<file path="src/rtl/wb_arbiter.sv">
// wb_arbiter: writeback stage that owns the register file's single write port.
// The in-order pipeline always wins the port. Long-latency results (loads,
// mul/div) wait in a small FIFO and drain whenever the pipeline leaves a
// cycle free. A starvation counter forces a drain slot by raising pipe_stall.
// A per-register busy scoreboard tells decode which writes are still queued.
module wb_arbiter #(
  parameter int DEPTH        = 4,  // FIFO entries, power of two, >= 2
  parameter int STARVE_LIMIT = 8   // lost cycles tolerated before pipe_stall
) (
  input  logic        clk,
  input  logic        reset,       // asynchronous, active-low
  input  logic        pipe_valid,
  input  logic [4:0]  pipe_addr,
  input  logic [31:0] pipe_data,
  input  logic        lat_valid,
  output logic        lat_ready,
  input  logic [4:0]  lat_addr,
  input  logic [31:0] lat_data,
  output logic        pipe_stall,
  output logic [31:0] busy,
  output logic [4:0]  wr_addr,
  output logic [31:0] wr_data,
  output logic        write_en,
  output logic        wb_conflict
);

  localparam int PTR_W = $clog2(DEPTH);
  localparam int CNT_W = PTR_W + 1;
  localparam int STV_W = $clog2(STARVE_LIMIT + 1);

  localparam logic [CNT_W-1:0] FULL_COUNT = CNT_W'(DEPTH);
  localparam logic [STV_W-1:0] STV_MAX    = STV_W'(STARVE_LIMIT);

  // One queued long-latency result.
  typedef struct packed {
    logic [4:0]  addr;
    logic [31:0] data;
  } entry_t;

  // FIFO storage and bookkeeping
  entry_t             r_mem [DEPTH];
  logic [PTR_W-1:0]   r_wr_ptr;
  logic [PTR_W-1:0]   r_rd_ptr;
  logic [CNT_W-1:0]   r_count;

  // Arbitration / scoreboard state
  logic [STV_W-1:0]   r_starve;
  logic               r_pipe_stall;
  logic [31:0]        r_busy;

  // Registered write port
  logic               r_write_en;
  logic [4:0]         r_wr_addr;
  logic [31:0]        r_wr_data;
  logic               r_wb_conflict;

  // Per-cycle decisions
  logic               w_full;
  logic               w_empty;
  logic               w_push;
  logic               w_store;
  logic               w_pipe_issue;
  logic               w_pop;
  entry_t             w_head;
  logic [31:0]        w_busy_set;
  logic [31:0]        w_busy_clr;
  logic [31:0]        w_busy_next;
  logic [STV_W-1:0]   w_starve_next;
  logic [CNT_W-1:0]   w_count_next;

  // ---------------------------------------------------------------------------
  // Handshake and arbitration decisions.
  // lat_ready depends only on the registered count, so a pop in the same cycle
  // never re-opens a full FIFO; this keeps lat_ready free of any path from
  // pipe_valid.
  // ---------------------------------------------------------------------------
  assign w_full       = (r_count == FULL_COUNT);
  assign w_empty      = (r_count == '0);
  assign w_push       = lat_valid && !w_full;
  // Writes to r0 are architecturally void: accept them but never store them.
  assign w_store      = w_push && (lat_addr != 5'd0);
  // A pipeline result to r0 counts as an idle slot and lets the FIFO drain.
  assign w_pipe_issue = pipe_valid && (pipe_addr != 5'd0);
  assign w_pop        = !w_pipe_issue && !w_empty;
  assign w_head       = r_mem[r_rd_ptr];

  assign lat_ready    = !w_full;
  assign pipe_stall   = r_pipe_stall;
  assign busy         = r_busy;
  assign write_en     = r_write_en;
  assign wr_addr      = r_wr_addr;
  assign wr_data      = r_wr_data;
  assign wb_conflict  = r_wb_conflict;

  // Next scoreboard, next FIFO occupancy and next starvation count.
  always_comb begin
    // NOTE: every signal driven here gets a default first so no path can leave
    // it unassigned, which is what would otherwise infer a latch.
    w_busy_set    = '0;
    w_busy_clr    = '0;
    w_count_next  = r_count;
    w_starve_next = '0;

    if (w_store) w_busy_set = 32'd1 << lat_addr;
    if (w_pop)   w_busy_clr = 32'd1 << w_head.addr;
    // Set is applied after clear so a same-edge push to the popping register
    // keeps its busy bit.
    w_busy_next = (r_busy & ~w_busy_clr) | w_busy_set;

    case ({w_store, w_pop})
      2'b10:   w_count_next = r_count + CNT_W'(1);
      2'b01:   w_count_next = r_count - CNT_W'(1);
      default: w_count_next = r_count;
    endcase

    // Count only cycles where a waiting head actually lost to the pipe. The
    // count saturates so a stall slot ignored by upstream re-asserts the stall.
    if (!w_empty && w_pipe_issue) begin
      if (r_starve == STV_MAX) w_starve_next = r_starve;
      else                     w_starve_next = r_starve + STV_W'(1);
    end
  end

  // FIFO pointers and occupancy.
  always_ff @(posedge clk or negedge reset) begin
    // NOTE: sequential state is updated with non-blocking assignments so every
    // register samples pre-edge values regardless of block evaluation order.
    if (!reset) begin
      r_wr_ptr <= '0;
      r_rd_ptr <= '0;
      r_count  <= '0;
    end else begin
      if (w_store) r_wr_ptr <= r_wr_ptr + PTR_W'(1);
      if (w_pop)   r_rd_ptr <= r_rd_ptr + PTR_W'(1);
      r_count <= w_count_next;
    end
  end

  // FIFO payload storage.
  always_ff @(posedge clk) begin
    // NOTE: the storage array has no reset; an entry is only ever read after
    // the pointers say it was written, so clearing it would just cost logic.
    if (w_store) r_mem[r_wr_ptr] <= '{addr: lat_addr, data: lat_data};
  end

  // Scoreboard, starvation counter and the stall request derived from it.
  always_ff @(posedge clk or negedge reset) begin
    if (!reset) begin
      r_busy       <= '0;
      r_starve     <= '0;
      r_pipe_stall <= 1'b0;
    end else begin
      r_busy       <= w_busy_next;
      r_starve     <= w_starve_next;
      r_pipe_stall <= (w_starve_next == STV_MAX);
    end
  end

  // Registered register-file write port and conflict flag.
  always_ff @(posedge clk or negedge reset) begin
    if (!reset) begin
      r_write_en    <= 1'b0;
      r_wr_addr     <= '0;
      r_wr_data     <= '0;
      r_wb_conflict <= 1'b0;
    end else begin
      r_write_en    <= w_pipe_issue || w_pop;
      // A pipe write to a register with a queued long-latency result is a
      // WAW hazard decode should have prevented; flag it, but still write.
      r_wb_conflict <= w_pipe_issue && r_busy[pipe_addr];
      if (w_pipe_issue) begin
        r_wr_addr <= pipe_addr;
        r_wr_data <= pipe_data;
      end else if (w_pop) begin
        r_wr_addr <= w_head.addr;
        r_wr_data <= w_head.data;
      end
    end
  end

endmodule

</file>
<file path="config.mk">
export PLATFORM = sky130hd
export DESIGN_NAME = wb_arbiter
export DESIGN_NICKNAME = d
export VERILOG_FILES = /design/src/rtl/wb_arbiter.sv
export SDC_FILE = /design/constraint.sdc
export NUM_CORES = 1
export LEC_CHECK = 0
export BUFFER_PORTS_ARGS = -buffer_cell sky130_fd_sc_hd__clkbuf_2
export CORE_UTILIZATION = 61
export CTS_CLUSTER_DIAMETER = 80
export DETAILED_ROUTE_END_ITERATION = 6
export PLACE_DENSITY = 0.87
export SYNTH_ARGS = -nofsm -noshare
export SYNTH_HDL_FRONTEND = slang
export SYNTH_SLANG_ARGS = --single-unit
export TNS_END_PERCENT = 50
</file>
<file path="constraint.sdc">
create_clock -name clk -period 5.2 [get_ports clk]
set_input_delay 1.56 -clock clk [delete_from_list [all_inputs] [get_ports clk]]
set_output_delay 1.56 -clock clk [all_outputs]
set_load 0.05 [all_outputs]
</file>
==> results.toml <==
[outcome]
status = "finished clean"

[floorplanning]
die_area_sq_um = 16400
starting_utilization_of_the_core_area_pct = 63.1
placeableCoreArea_sq_um = 15300
ports_placed_on_the_boundary = 151
die_width_um = 128
fp-row-count = 45
die_span_y_um = 128

[min_path]
worst_hold_path_type = "reg -> reg"
min_from = "wr_data[26]$_DFFE_PN0P_"

[sta]
post-route-period-util_pct = 71.3
maxSlewHeadroom_pct = 28.1
post-route-worst-setup-slack_ns = 1.49
grt_setup_unrepaired = "no"
worst_clock_skew_ns = 0.0134
final_setup_viols = 0
drv_slew = 0
clock.fmax_mhz = 270
worst_slew_pin_slew_ns = 1.08
hold_viol = 0
fin_crit_ns = 3.71
post_route_setup_tns_ns = 0

[final_layout]
area.growth.synth_to_final_pct = 17.0
antenna-diode-count = 0
drive_above_1_share_pct = 31.6
nets = 869

[yosys]
post_synth_instance_area_sq_um = 9670
post_synth_num_cell_types = 48
yosys.area.top_type = "sky130_fd_sc_hd__edfxtp_1"
synth.cells.most_frequent = "sky130_fd_sc_hd__edfxtp_1 (148), sky130_fd_sc_hd__nand2_1 (88), sky130_fd_sc_hd__dfrtp_1 (83)"
yosys.area.top_type_share_pct = 46.0
syn_avg_cell_area_sq_um = 15.3
synthesis.nets = 719
ys_async_sr_fraction_pct = 35.9
ys_warn_count = 0
synth.ff_latch_count = 231
synth_edf_count = 148
synth-main-ff-cell = "sky130_fd_sc_hd__edfxtp_1"
yosysSeqAreaShare_pct = 67.5
yosys.cell_count.top_type = "sky130_fd_sc_hd__edfxtp_1"
syn_inst = 633
post_synth_main_area_contributors = "sky130_fd_sc_hd__edfxtp_1 (46%), sky130_fd_sc_hd__dfrtp_1 (21%), sky130_fd_sc_hd__mux4_2 (11%)"

[drt]
ant_nets = 0
viasPerCell = 6.28
number_of_drc_markers_in_iteration_0 = 577
dr.pass1.iters = 5
route.final.wire_length_um = 22500
wire_per_inst_um = 22.3
route.detailed.drc = 0
dr_total_vias = 6352

[placed_design]
gp_congestion = 0.876
dp_hpwl_um = 14000
post-place-ws_ns = 1.11
portBuffers = 150

[worst_setup_path]
critical_path.startpoint_type = "primary input"
critical_path_arrival_ns = 4.13
required_ns = 5.62
path_max_fanout = 9
critical_path_startpoint = "pipe_addr[1]"
setup.worst_path.end_class = "register"
worst_setup_path_class = "in -> reg"
startpoint_of_the_lowest_slack_register_to_register_path = "r_count[2]$_DFFE_PN0P_"

[global_route]
number_of_global_route_vias_before_repair = 6464
antenna_found_initial = 0
globalRoute.totalOverflow = 0
grt.total_usage_pct = 28.6
grt_first_pass_wirelength_um = 35000
pin_count_of_the_biggest_net_entering_global_routing = 84

[power]
power_leakage_uw = 0.00440
vdd_drop_max_mv = 0.437
pwr_density_cell_nw_per_um2 = 592

[clocking]
ctsLongestPathBuffers = 3
post_cts_resize_count = 0
clock_sink_count = 231
worstSkewPairLatency_ns = 0.51
cts_hold_repair.buffers = 0
clkSlewWorstSetupHoldPaths_ns = 0.06
post_cts_buffers = 0
cts_made_buffers = 23
tritoncts = "yes"
cts_root_buf = "sky130_fd_sc_hd__clkbuf_16"
ctsHtreeMaxLevel = 1

[flow_run]
timing.max_cap.violations = 0
kinds of logic after synthesis:
kind of cell / Yosys count / synth area share, %
DFF: 231 / 67.5
and+or+nand+nor: 177 / 9.32
AOI/OAI and AO/OA: 104 / 7.70
buffers and inverters: 55 / 2.54
muxes: 50 / 11.1
xor gates and xnor gates: 8 / 0.725
adders and majority gates: 8 / 1.11
worst paths after layout:
path / end / slack (ns) / cells past startpoint
min in group asynchronous: busy[2]$_DFF_PN0_ / 1.25 / 1
worst min-delay path: wr_data[26]$_DFFE_PN0P_ / 0.54 / 2
worst max-delay path: r_count[2]$_DFFE_PN0P_ / 1.49 / 10
worst max register to register: r_mem[3][30]$_DFFE_PP_ / 2.42 / 3
max in group asynchronous: r_rd_ptr[1]$_DFFE_PN0P_ / 3.20 / 1
worst min register to register: wr_data[26]$_DFFE_PN0P_ / 0.54 / 2
flip-flops by register name, summed over array words and instances (netlist names):
| signal | count |
|---|---|
| r_wr_ptr | 2 |
| wr_data | 32 |
| r_rd_ptr | 2 |
| busy | 32 |
| write_en | 1 |
| wb_conflict | 1 |
| r_count | 3 |
| wr_addr | 5 |
| r_mem | 148 |
| pipe_stall | 1 |
| r_starve | 4 |
through the flow:
step	hold WS (ns)	power [uW]	utilization [%]	instances	instance area, sq um
floorplan	0.519	4430	-	633	9670
global placement	0.513	4940	69.1	969	10600
detailed placement	0.522	5060	69.1	969	10600
CTS	0.539	6710	73.8	1011	11300
global route	0.564	6970	73.8	1011	11300
finish	0.544	6690	73.8	1011	11300
worst max-delay path: stages:
cell and delay [ns]:
sky130_fd_sc_hd__clkbuf_2 0.18, sky130_fd_sc_hd__or2_1 0.29, sky130_fd_sc_hd__o41a_1 0.55, sky130_fd_sc_hd__nor2_1 0.34, sky130_fd_sc_hd__ha_1 0.27, sky130_fd_sc_hd__inv_1 0.07, sky130_fd_sc_hd__fa_1 0.37, sky130_fd_sc_hd__xor2_1 0.17
sky130_fd_sc_hd__nor2_1 0.13, sky130_fd_sc_hd__xor2_1 0.19
cell usage in the layout, fill, tap and decap left out, types with 7 or more instances in the layout:
cell | synthesis | final
sky130_fd_sc_hd__a31oi_1 | 35 | 35
sky130_fd_sc_hd__inv_1 | 25 | 25
sky130_fd_sc_hd__clkbuf_2 | 0 | 149
sky130_fd_sc_hd__o221ai_1 | 8 | 8
sky130_fd_sc_hd__dfrtp_1 | 83 | 81
sky130_fd_sc_hd__clkbuf_16 | 0 | 23
sky130_fd_sc_hd__o21ai_0 | 17 | 17
sky130_fd_sc_hd__mux4_2 | 46 | 46
sky130_fd_sc_hd__edfxtp_1 | 148 | 148
sky130_fd_sc_hd__o2bb2ai_1 | 12 | 12
sky130_fd_sc_hd__ha_1 | 7 | 7
sky130_fd_sc_hd__a21o_1 | 16 | 16
sky130_fd_sc_hd__nor2_1 | 43 | 43
sky130_fd_sc_hd__nand2_1 | 88 | 88
routing by layer:
layer / vias to the layer above / wire length, um / global-route usage, %
li1: 2708 / - / -
met1: 3229 / 8570 / 37.5
met2: 351 / 11300 / 47.7
met3: 64 / 1840 / 5.63
met4: 0 / 779 / 11.5
met5: - / 0 / 0
final cells by class:
cell class	instances	area (sq um)
flip-flops and latches	231	6520
clock buffers	31	626
inverters	25	93.8
well taps	211	264
repair buffers	155	791
fillers	910	4010
clock inverters	11	105
multi-input cells	347	2910
power by group:
part	total, uW	internal, uW	switching (uW)
Sequential	2680	2400	278
Combinational	2390	809	1580
Clock	1620	943	677
Total	6690	4160	2530
Power figures use the tool's default switching activity.
